`src/rtl/seq_signed_divider_pkg.sv`:
```
// Shared definitions for the sequential signed divider: FSM state encoding and default width.
package seq_signed_divider_pkg;

   localparam int DIV_DEFAULT_W = 16;

   typedef enum logic [1:0] {
      DIV_IDLE  = 2'd0,
      DIV_CALC  = 2'd1,
      DIV_FIXUP = 2'd2
   } div_state_e;

endpackage

```
`src/rtl/seq_signed_divider_step.sv`:
```
// One restoring division stage: shift in the next dividend bit, trial-subtract the divisor,
// keep the difference when non-negative, otherwise restore.
module seq_signed_divider_step
   import seq_signed_divider_pkg::*;
#(
   parameter int W = DIV_DEFAULT_W
) (
   input  logic [W-1:0] i_rem,
   input  logic         i_bit,
   input  logic [W:0]   i_dvs,
   output logic [W-1:0] o_rem,
   output logic         o_qbit
);

   logic [W:0] w_shift;
   logic [W:0] w_diff;

   // Partial remainder stays below |divisor| <= 2^(W-1), so W+1 bits hold the trial sign.
   always_comb begin
      w_shift = {i_rem, i_bit};
      w_diff  = w_shift - i_dvs;
      if (w_diff[W]) begin
         o_qbit = 1'b0;
         o_rem  = w_shift[W-1:0];
      end else begin
         o_qbit = 1'b1;
         o_rem  = w_diff[W-1:0];
      end
   end

endmodule

```
`src/rtl/seq_signed_divider.sv`:
```
// Multi-cycle signed divider (restoring, one bit per clock, fixed W+1 edge latency).
// Define DIV_SAT_EN to saturate the most-negative / -1 overflow and flag it on o_err.
module seq_signed_divider
   import seq_signed_divider_pkg::*;
#(
   parameter int W = DIV_DEFAULT_W
) (
   input  logic         i_clk,
   input  logic         i_rst,
   input  logic         i_start,
   input  logic [W-1:0] i_dividend,
   input  logic [W-1:0] i_divisor,
   output logic         o_busy,
   output logic         o_done,
   output logic [W-1:0] o_quotient,
   output logic [W-1:0] o_remainder,
   output logic         o_err
);

   localparam int                CNT_W    = $clog2(W);
   localparam logic [CNT_W-1:0]  CNT_LOAD = CNT_W'(W - 1);
   localparam logic [CNT_W-1:0]  CNT_ONE  = {{(CNT_W-1){1'b0}}, 1'b1};
   localparam logic [W-1:0]      ONE_W    = {{(W-1){1'b0}}, 1'b1};
`ifdef DIV_SAT_EN
   localparam logic [W-1:0]      MAX_POS  = {1'b0, {(W-1){1'b1}}};
   localparam logic [W-1:0]      MIN_NEG  = {1'b1, {(W-1){1'b0}}};
`endif

   function automatic logic [W-1:0] neg_w(input logic [W-1:0] v);
      return ~v + ONE_W;
   endfunction

   div_state_e       r_state;
   logic [CNT_W-1:0] r_cnt;
   logic [W-1:0]     r_q;
   logic [W-1:0]     r_rem;
   logic [W-1:0]     r_dvd_raw;
   logic [W:0]       r_dvs_mag;
   logic             r_sign_q;
   logic             r_sign_r;
   logic             r_div0;
   logic             r_busy;
   logic             r_done;
   logic             r_err;
   logic [W-1:0]     r_quo;
   logic [W-1:0]     r_rmd;
`ifdef DIV_SAT_EN
   logic             r_ovf;
`endif

   logic [W-1:0]     w_dvd_mag;
   logic [W:0]       w_dvs_mag;
   logic [W-1:0]     w_step_rem;
   logic             w_qbit;

   // Operand magnitudes; |-2^(W-1)| fits as an unsigned W-bit value.
   always_comb begin
      w_dvd_mag = i_dividend[W-1] ? neg_w(i_dividend) : i_dividend;
      w_dvs_mag = {1'b0, (i_divisor[W-1] ? neg_w(i_divisor) : i_divisor)};
   end

   seq_signed_divider_step #(.W(W)) u_step (
      .i_rem  (r_rem),
      .i_bit  (r_q[W-1]),
      .i_dvs  (r_dvs_mag),
      .o_rem  (w_step_rem),
      .o_qbit (w_qbit)
   );

   // Control FSM, iteration datapath and registered result/status outputs.
   always_ff @(posedge i_clk) begin
      if (i_rst) begin
         r_state   <= DIV_IDLE;
         r_cnt     <= '0;
         r_q       <= '0;
         r_rem     <= '0;
         r_dvd_raw <= '0;
         r_dvs_mag <= '0;
         r_sign_q  <= 1'b0;
         r_sign_r  <= 1'b0;
         r_div0    <= 1'b0;
         r_busy    <= 1'b0;
         r_done    <= 1'b0;
         r_err     <= 1'b0;
         r_quo     <= '0;
         r_rmd     <= '0;
`ifdef DIV_SAT_EN
         r_ovf     <= 1'b0;
`endif
      end else begin
         r_done <= 1'b0;
         case (r_state)
            DIV_IDLE: begin
               if (i_start) begin
                  r_q       <= w_dvd_mag;
                  r_rem     <= '0;
                  r_dvd_raw <= i_dividend;
                  r_dvs_mag <= w_dvs_mag;
                  r_sign_q  <= i_dividend[W-1] ^ i_divisor[W-1];
                  r_sign_r  <= i_dividend[W-1];
                  r_div0    <= (i_divisor == '0);
`ifdef DIV_SAT_EN
                  r_ovf     <= (i_dividend == MIN_NEG) && (i_divisor == '1);
`endif
                  r_cnt     <= CNT_LOAD;
                  r_busy    <= 1'b1;
                  r_state   <= DIV_CALC;
               end
            end
            DIV_CALC: begin
               r_rem <= w_step_rem;
               r_q   <= {r_q[W-2:0], w_qbit};
               if (r_cnt == '0) begin
                  r_state <= DIV_FIXUP;
               end else begin
                  r_cnt <= r_cnt - CNT_ONE;
               end
            end
            DIV_FIXUP: begin
               if (r_div0) begin
                  r_quo <= '1;
                  r_rmd <= r_dvd_raw;
                  r_err <= 1'b1;
`ifdef DIV_SAT_EN
               end else if (r_ovf) begin
                  r_quo <= MAX_POS;
                  r_rmd <= '0;
                  r_err <= 1'b1;
`endif
               end else begin
                  // Without saturation, MIN/-1 wraps naturally: magnitude 2^(W-1) reads as MIN.
                  r_quo <= r_sign_q ? neg_w(r_q) : r_q;
                  r_rmd <= r_sign_r ? neg_w(r_rem) : r_rem;
                  r_err <= 1'b0;
               end
               r_done  <= 1'b1;
               r_busy  <= 1'b0;
               r_state <= DIV_IDLE;
            end
            default: begin
               r_busy  <= 1'b0;
               r_state <= DIV_IDLE;
            end
         endcase
      end
   end

   assign o_busy      = r_busy;
   assign o_done      = r_done;
   assign o_quotient  = r_quo;
   assign o_remainder = r_rmd;
   assign o_err       = r_err;

endmodule
```
`config.mk`:
```
export PLATFORM = sky130hd
export DESIGN_NAME = seq_signed_divider
export DESIGN_NICKNAME = d
export VERILOG_FILES = /design/src/rtl/seq_signed_divider_pkg.sv /design/src/rtl/seq_signed_divider_step.sv /design/src/rtl/seq_signed_divider.sv
export SDC_FILE = /design/constraint.sdc
export NUM_CORES = 1
export LEC_CHECK = 0
export CORE_ASPECT_RATIO = 0.7
export CORE_MARGIN = 3
export CORE_UTILIZATION = 45
export CTS_BUF_LIST = sky130_fd_sc_hd__clkbuf_16
export DETAILED_ROUTE_END_ITERATION = 12
export GPL_ROUTABILITY_DRIVEN = 0
export PLACE_DENSITY = 0.77
export SLEW_MARGIN = 30
export SYNTH_ARGS = -nofsm -noshare
export SYNTH_HDL_FRONTEND = slang
export SYNTH_SLANG_ARGS = --single-unit
```
`constraint.sdc`:
```
create_clock -name i_clk -period 3.6 [get_ports i_clk]
set_clock_uncertainty 0.05 [all_clocks]
set_input_delay 0.72 -clock i_clk [delete_from_list [all_inputs] [get_ports i_clk]]
set_output_delay 0.72 -clock i_clk [all_outputs]
set_load 0.01 [all_outputs]
```
== Word-level counts from Yosys, hierarchy flattened ==
Index checks and enable logic that the tools add are counted.

* Bits in writable memories: 0
* Memories kept: 0
* Output and inout bits: 35
* Bits in read-only memories: 0
* Logic and storage cells: 62
* Latch bits: 0
* Input bits: 35
* Flip-flop bits (word level): 108

* Multiply operators: 0
* Eq/ne operators: 5
* Multiplexer cells: 22
* Div/mod/pow operators: 0
* $add $sub $neg: 6
* Reduce and logical (&&, ||, !) cells: 9
* $lt $le $gt $ge: 0
* Shift operators: 0
* Bitwise logic cells: 6

{| class="wikitable"
|+ Operators by type and width
! operator !! number
|-
| $mux 16 || 9
|-
| $add 16x1->16 const B || 4
|-
| $not 16->16 || 4
|-
| $pmux 16 s2 || 2
|-
| $sub 17x16->17 || 1
|-
| $logic_not 16->1 || 1
|-
| $mux 4 || 2
|-
| $pmux 4 s2 || 1
|-
| $reduce_and 2->1 || 4
|-
| $ne 2x2->1 const B || 3
|-
| $logic_not 4->1 || 1
|-
| $mux 1 || 4
|-
| $mux 2 || 2
|-
| $pmux 2 s2 || 1
|-
| $sub 4x1->4 const B || 1
|-
| $reduce_and 3->1 || 1
|-
| $eq 2x1->1 const B || 1
|-
| $eq 2x2->1 const B || 1
|-
| $logic_not 2->1 || 1
|-
| $pmux 1 s2 || 1
|-
| $reduce_bool 2->1 || 1
|-
| $not 1->1 || 1
|-
| $xor 1x1->1 || 1
|}

== Depth between registers and ports, before layout ==
* Depth after elaboration: 5
* Gate-level depth with buffers: 11

== Cells and area by module ==
From an unflattened synthesis, not the netlist that was laid out.

* Cells, all modules: 757
* Area total of the unflattened synthesis: 6263.5 µm²

{| class="wikitable"
|+ Modules (own cells, without submodules)
! module !! area an instance (µm²) !! seq. area each (µm²) !! cells each !! times used
|-
| seq_signed_divider || 5098.6 || 2142.1 || 612 || 1
|-
| seq_signed_divider_step || 1164.9 || 0.0 || 145 || 1
|}

== Least setup slack after synthesis ==
OpenSTA, ideal clock, no wires.

* Kind: reg-to-reg
* From: register r_q[15]
* To: register r_rem[11]
* Path slack: 947 ps
* Buffers on the path: 1
* Cell stages (with the launch flop): 12
* Arrival: 2528 ps
* Cells stage by stage: dfxtp_1 > inv_1 > ha_1 > fa_1 > nand2b_1 > a21oi_1 > o21ai_0 > o21ai_1 > xor2_1 > clkbuf_1 > nand2_1 > o21ai_0

* Cells in the longest elaborated chain, start to end: 3

{| class="wikitable"
|+ RTL lines
! item !! RTL line !! text
|-
| from (decl) || seq_signed_divider.sv:35 || <nowiki>logic [W-1:0] r_q;</nowiki>
|-
| from (signal assigned) || seq_signed_divider.sv:95 || <nowiki>r_q <= w_dvd_mag;</nowiki>
|-
| from (signal assigned) || seq_signed_divider.sv:112 || <nowiki>r_q <= {r_q[W-2:0], w_qbit};</nowiki>
|-
| $sub 17x16->17 || seq_signed_divider_step.sv:21 || <nowiki>w_diff = w_shift - i_dvs;</nowiki>
|-
| $mux 16 || seq_signed_divider_step.sv:22 || <nowiki>if (w_diff[W]) begin</nowiki>
|-
| $pmux 16 s2 || seq_signed_divider.sv:92 || <nowiki>case (r_state)</nowiki>
|-
| to (signal assigned) || seq_signed_divider.sv:111 || <nowiki>r_rem <= w_step_rem;</nowiki>
|-
| to (decl) || seq_signed_divider.sv:36 || <nowiki>logic [W-1:0] r_rem;</nowiki>
|}

Every way passes these cells.
A chain may end at the register's enable or synchronous reset.

== Final worst setup path ==
* From: register r_rem[10]
* To: register r_rem[0]

* Cells in the longest elaborated chain, start to end: 3

{| class="wikitable"
|+ RTL lines
! item !! RTL line
|-
| $sub 17x16->17 || seq_signed_divider_step.sv:21
|-
| $mux 16 || seq_signed_divider_step.sv:22
|-
| $pmux 16 s2 || seq_signed_divider.sv:92
|}

Every way passes these cells.

==> key figures <==
Run status
  • Status: finished clean

Global routing
  • Initial antenna violation count: 0
  • GRT overflow: 0
  • First-pass GRT wire length: 24810 um
  • Largest net degree at the start of global routing: 45
  • Vias in the first global route: 4765
  • Overall routing resource usage: 21.01%

Timing
  • Hold Vio Cnt, Final: 0
  • Post-layout min period: 3048 ps
  • Max Slew Vio Count: 0
  • Tcrit/Tclk final: 84.67%
  • Max-slew headroom: 49.60%
  • Setup violators final: 0
  • Setup_tns: 0 ps
  • Worst-Margin Slew: 756.0 ps
  • Unrepaired setup endpoints after global routing: no
  • FMAX: 328.1 MHz

Drt
  • Vias: 5594
  • Drt wl/cell: 15.66 um
  • Routed vias/inst: 5.697
  • Drt pass-1 iters: 7
  • DRC viols: 0
  • Routed WL: 15380 um
  • Remaining antenna violation count: 0
  • Iter 0 DRT Violations: 608

Worst setup path
  • Critical Path AT: 3240 ps
  • Bufs and invs on worst path: 1
  • Worst Path Required: 3790 ps
  • Delay-heaviest family, CP: compound AO/OA/AOI/OAI gates
  • Critical Path Max Stage Delay: 510 ps
  • Setup Crit Path Kind: flip-flop to flip-flop
  • Worst r2r dst: r_rem[0]
  • Worst reg2reg setup slack: 550 ps
  • R2r worst-path depth: 9
  • Startpoint Class: flip-flop
  • Worst reg2reg path startpoint: r_rem[10]
  • CP max-delay cell: dfxtp_1
  • Worst Setup SP: r_rem[10]
  • Critical path, cell by cell: ha_1, a21oi_1, o21ai_0, a311oi_2, o21ai_1, xor2_1, buf_4, nand2_1, a32o_1
  • Element type at the critical path end: flip-flop
  • Worst-path fanout max: 10

Final layout
  • Ratio of cells with drive above 1 in the final layout: 5.366%
  • Finished Cell Area: 7129 um^2
  • Area delta synth->final: 18.51%
  • Util after Layout: 56.05%
  • ANT cells: 0
  • Reg area: 2142 um^2
  • Nets: 872
  • Multi-input gate area: 3593 um^2
  • FILL cells: 1170

Logic synthesis
  • Yosys reg bits: 107
  • Synth Flop Type: dfxtp_1
  • Avg Inst Size Synth: 7.853 um^2
  • Ys Warns: 0
  • Cell taking the most area after synthesis: dfxtp_1
  • Asr flop ratio synth: 0%
  • Syn nets: 823
  • Dominant cells by area after synthesis: dfxtp_1 (36%), nand2_1 (6.7%), xnor2_1 (5.5%)
  • Post-Syn Instances: 766
  • Post-synth EDFFs: 0
  • Library cells used by synthesis: 53
  • Post-Syn Area: 6016 um^2
  • Post-synthesis sequential area ratio: 35.61%
  • Post-synth top area share: 35.61%

Die
  • Die width: 144.2 um
  • Die height: 102.7 um
  • IO Pins: 70
  • Die area: 14810 um^2
  • Core Area: 12720 um^2
  • Starting density of the core: 47.29%
  • Core Rows: 34

Clock tree
  • Post-cts sizing count: 0
  • Cts bufs inserted: 9
  • Clock Latency Late Sink: 350 ps
  • Post-CTS Repair Setup Buffers: 0
  • CTS clk-pin slew, worst paths: 70 ps
  • CTS tree: done
  • Clk buf depth: 2
  • Total clock sinks: 107
  • H-tree levels: 3
  • CTS Hold Bufs: 0
  • Clk Tree Root Cell: clkbuf_16

Run
  • Max Cap Viol: 0

Pwr
  • Pwr Total: 3429 uW
  • Pwr dens: 480.9 nW/um^2
  • Reg power frac: 40.3%
  • Combinational fraction of design power: 32.1%
  • Sw frac: 35.28%
  • Clock group share of total power: 27.7%
  • P_int: 2219 uW
  • Psw: 1210 uW
  • Lkg Pwr: 0.002667 uW
  • Worst ir drop on vdd: 279.0 uV

Place
  • Post-DP HPWL: 11680 um
  • Port Buffers: 69
  • DP Area: 6845 um^2

Hold path
  • Hold depth: 2
  • HP Start: o_err
  • Hold WC Path Type: flip-flop to flip-flop
  • Endpoint of the worst hold path: o_err
-- worst min-delay path: stages, from the launching register on --
cell and delay [ps]:
dfxtp_1 310, nand2_1 50, a21oi_1 50
-- how the worst max path moves through the flow --
stage / slack [ps] / depth (start not counted) / endpoint
floorplan: 950 / 11 / r_rem[11]
global placement: 340 / 8 / r_q[14]
detailed placement: 300 / 8 / r_q[14]
CTS: 570 / 9 / r_rem[0]
global route: 290 / 9 / r_rem[0]
finish: 550 / 9 / r_rem[0]
-- layout make-up --
type / instances / share of cell area (%)
Clock buffer: 9 / 3.159
Timing Repair Buffer: 84 / 11.20
Inverter: 29 / 1.527
Sequential cell: 107 / 30.05
Multi-Input combinational cell: 584 / 50.40
Clock inverter: 7 / 0.8249
Tap cell: 162 / 2.843
-- metrics by stage --
| stage | setup WS, ps | hold slack (ps) | instances |
|---|---|---|---|
| global placement | 336.8 | 391.8 | 966 |
| global route | 293.0 | 422.2 | 982 |
| detailed placement | 298.2 | 397.3 | 966 |
| CTS | 573.3 | 406.4 | 982 |
| finish | 551.8 | 404.5 | 982 |
| floorplan | 947.5 | 381.9 | 766 |
-- cell usage in the layout (no fill, tap or decap), types with 29 or more instances in the layout --
| cell type | synthesis | layout |
|---|---|---|
| nand3_1 | 29 | 29 |
| dfxtp_1 | 107 | 107 |
| xnor2_1 | 38 | 38 |
| inv_1 | 29 | 29 |
| nor2_1 | 74 | 74 |
| o21ai_0 | 46 | 46 |
| clkdlybuf4s50_1 | 0 | 68 |
| nand2_1 | 108 | 108 |
| xor2_1 | 31 | 31 |
| a21oi_1 | 54 | 54 |
-- synthesized netlist by cell type, drive strengths merged (9+ instances only) --
library cell,instances
nor2,74
nand2,108
xnor2,38
inv,29
a211oi,24
nor3,21
o21ai,48
dfxtp,107
xor2,31
nand2b,18
nand3,29
o41ai,9
a21oi,54
a222oi,15
clkbuf,42
o31ai,14
ha,21
-- power groups by stage --
stage | clock network [uW] | registers, uW | logic [uW]
final | 949 | 1380 | 1100
after global routing | 1010 | 1390 | 1230
after CTS | 964 | 1380 | 1090
after detailed placement | 0 | 1400 | 1080
after global placement | 0 | 1400 | 1070
after floorplan | 0 | 1370 | 790
-- flip-flops by register name (all words and copies together), names as in the netlist, 2 cells and up --
signal       cells
o_quotient      16
o_remainder     16
r_cnt            4
r_dvd_raw       16
r_dvs_mag       16
r_q             16
r_rem           16
r_state          2
-- per-layer routing --
layer | GRT usage, % | wire, um | share of wire [%]
met5 | 0 | 0 | 0
met1 | 34.15 | 7931 | 52
met2 | 27.91 | 5890 | 38
met3 | 4.775 | 1430 | 9.3
met4 | 3.728 | 125 | 0.81
-- kinds of logic after synthesis --
kind of cell	count (synthesis)	share of synthesized area (%)
buffers and inverters	75	4.721
xor gates and xnor gates	69	10.05
muxes	9	1.518
DFF	107	35.61
and+or+nand+nor	282	21.11
AOI/OAI and AO/OA	202	22.30
adders and majority gates	22	4.700
(Power assumes the default switching activity.)
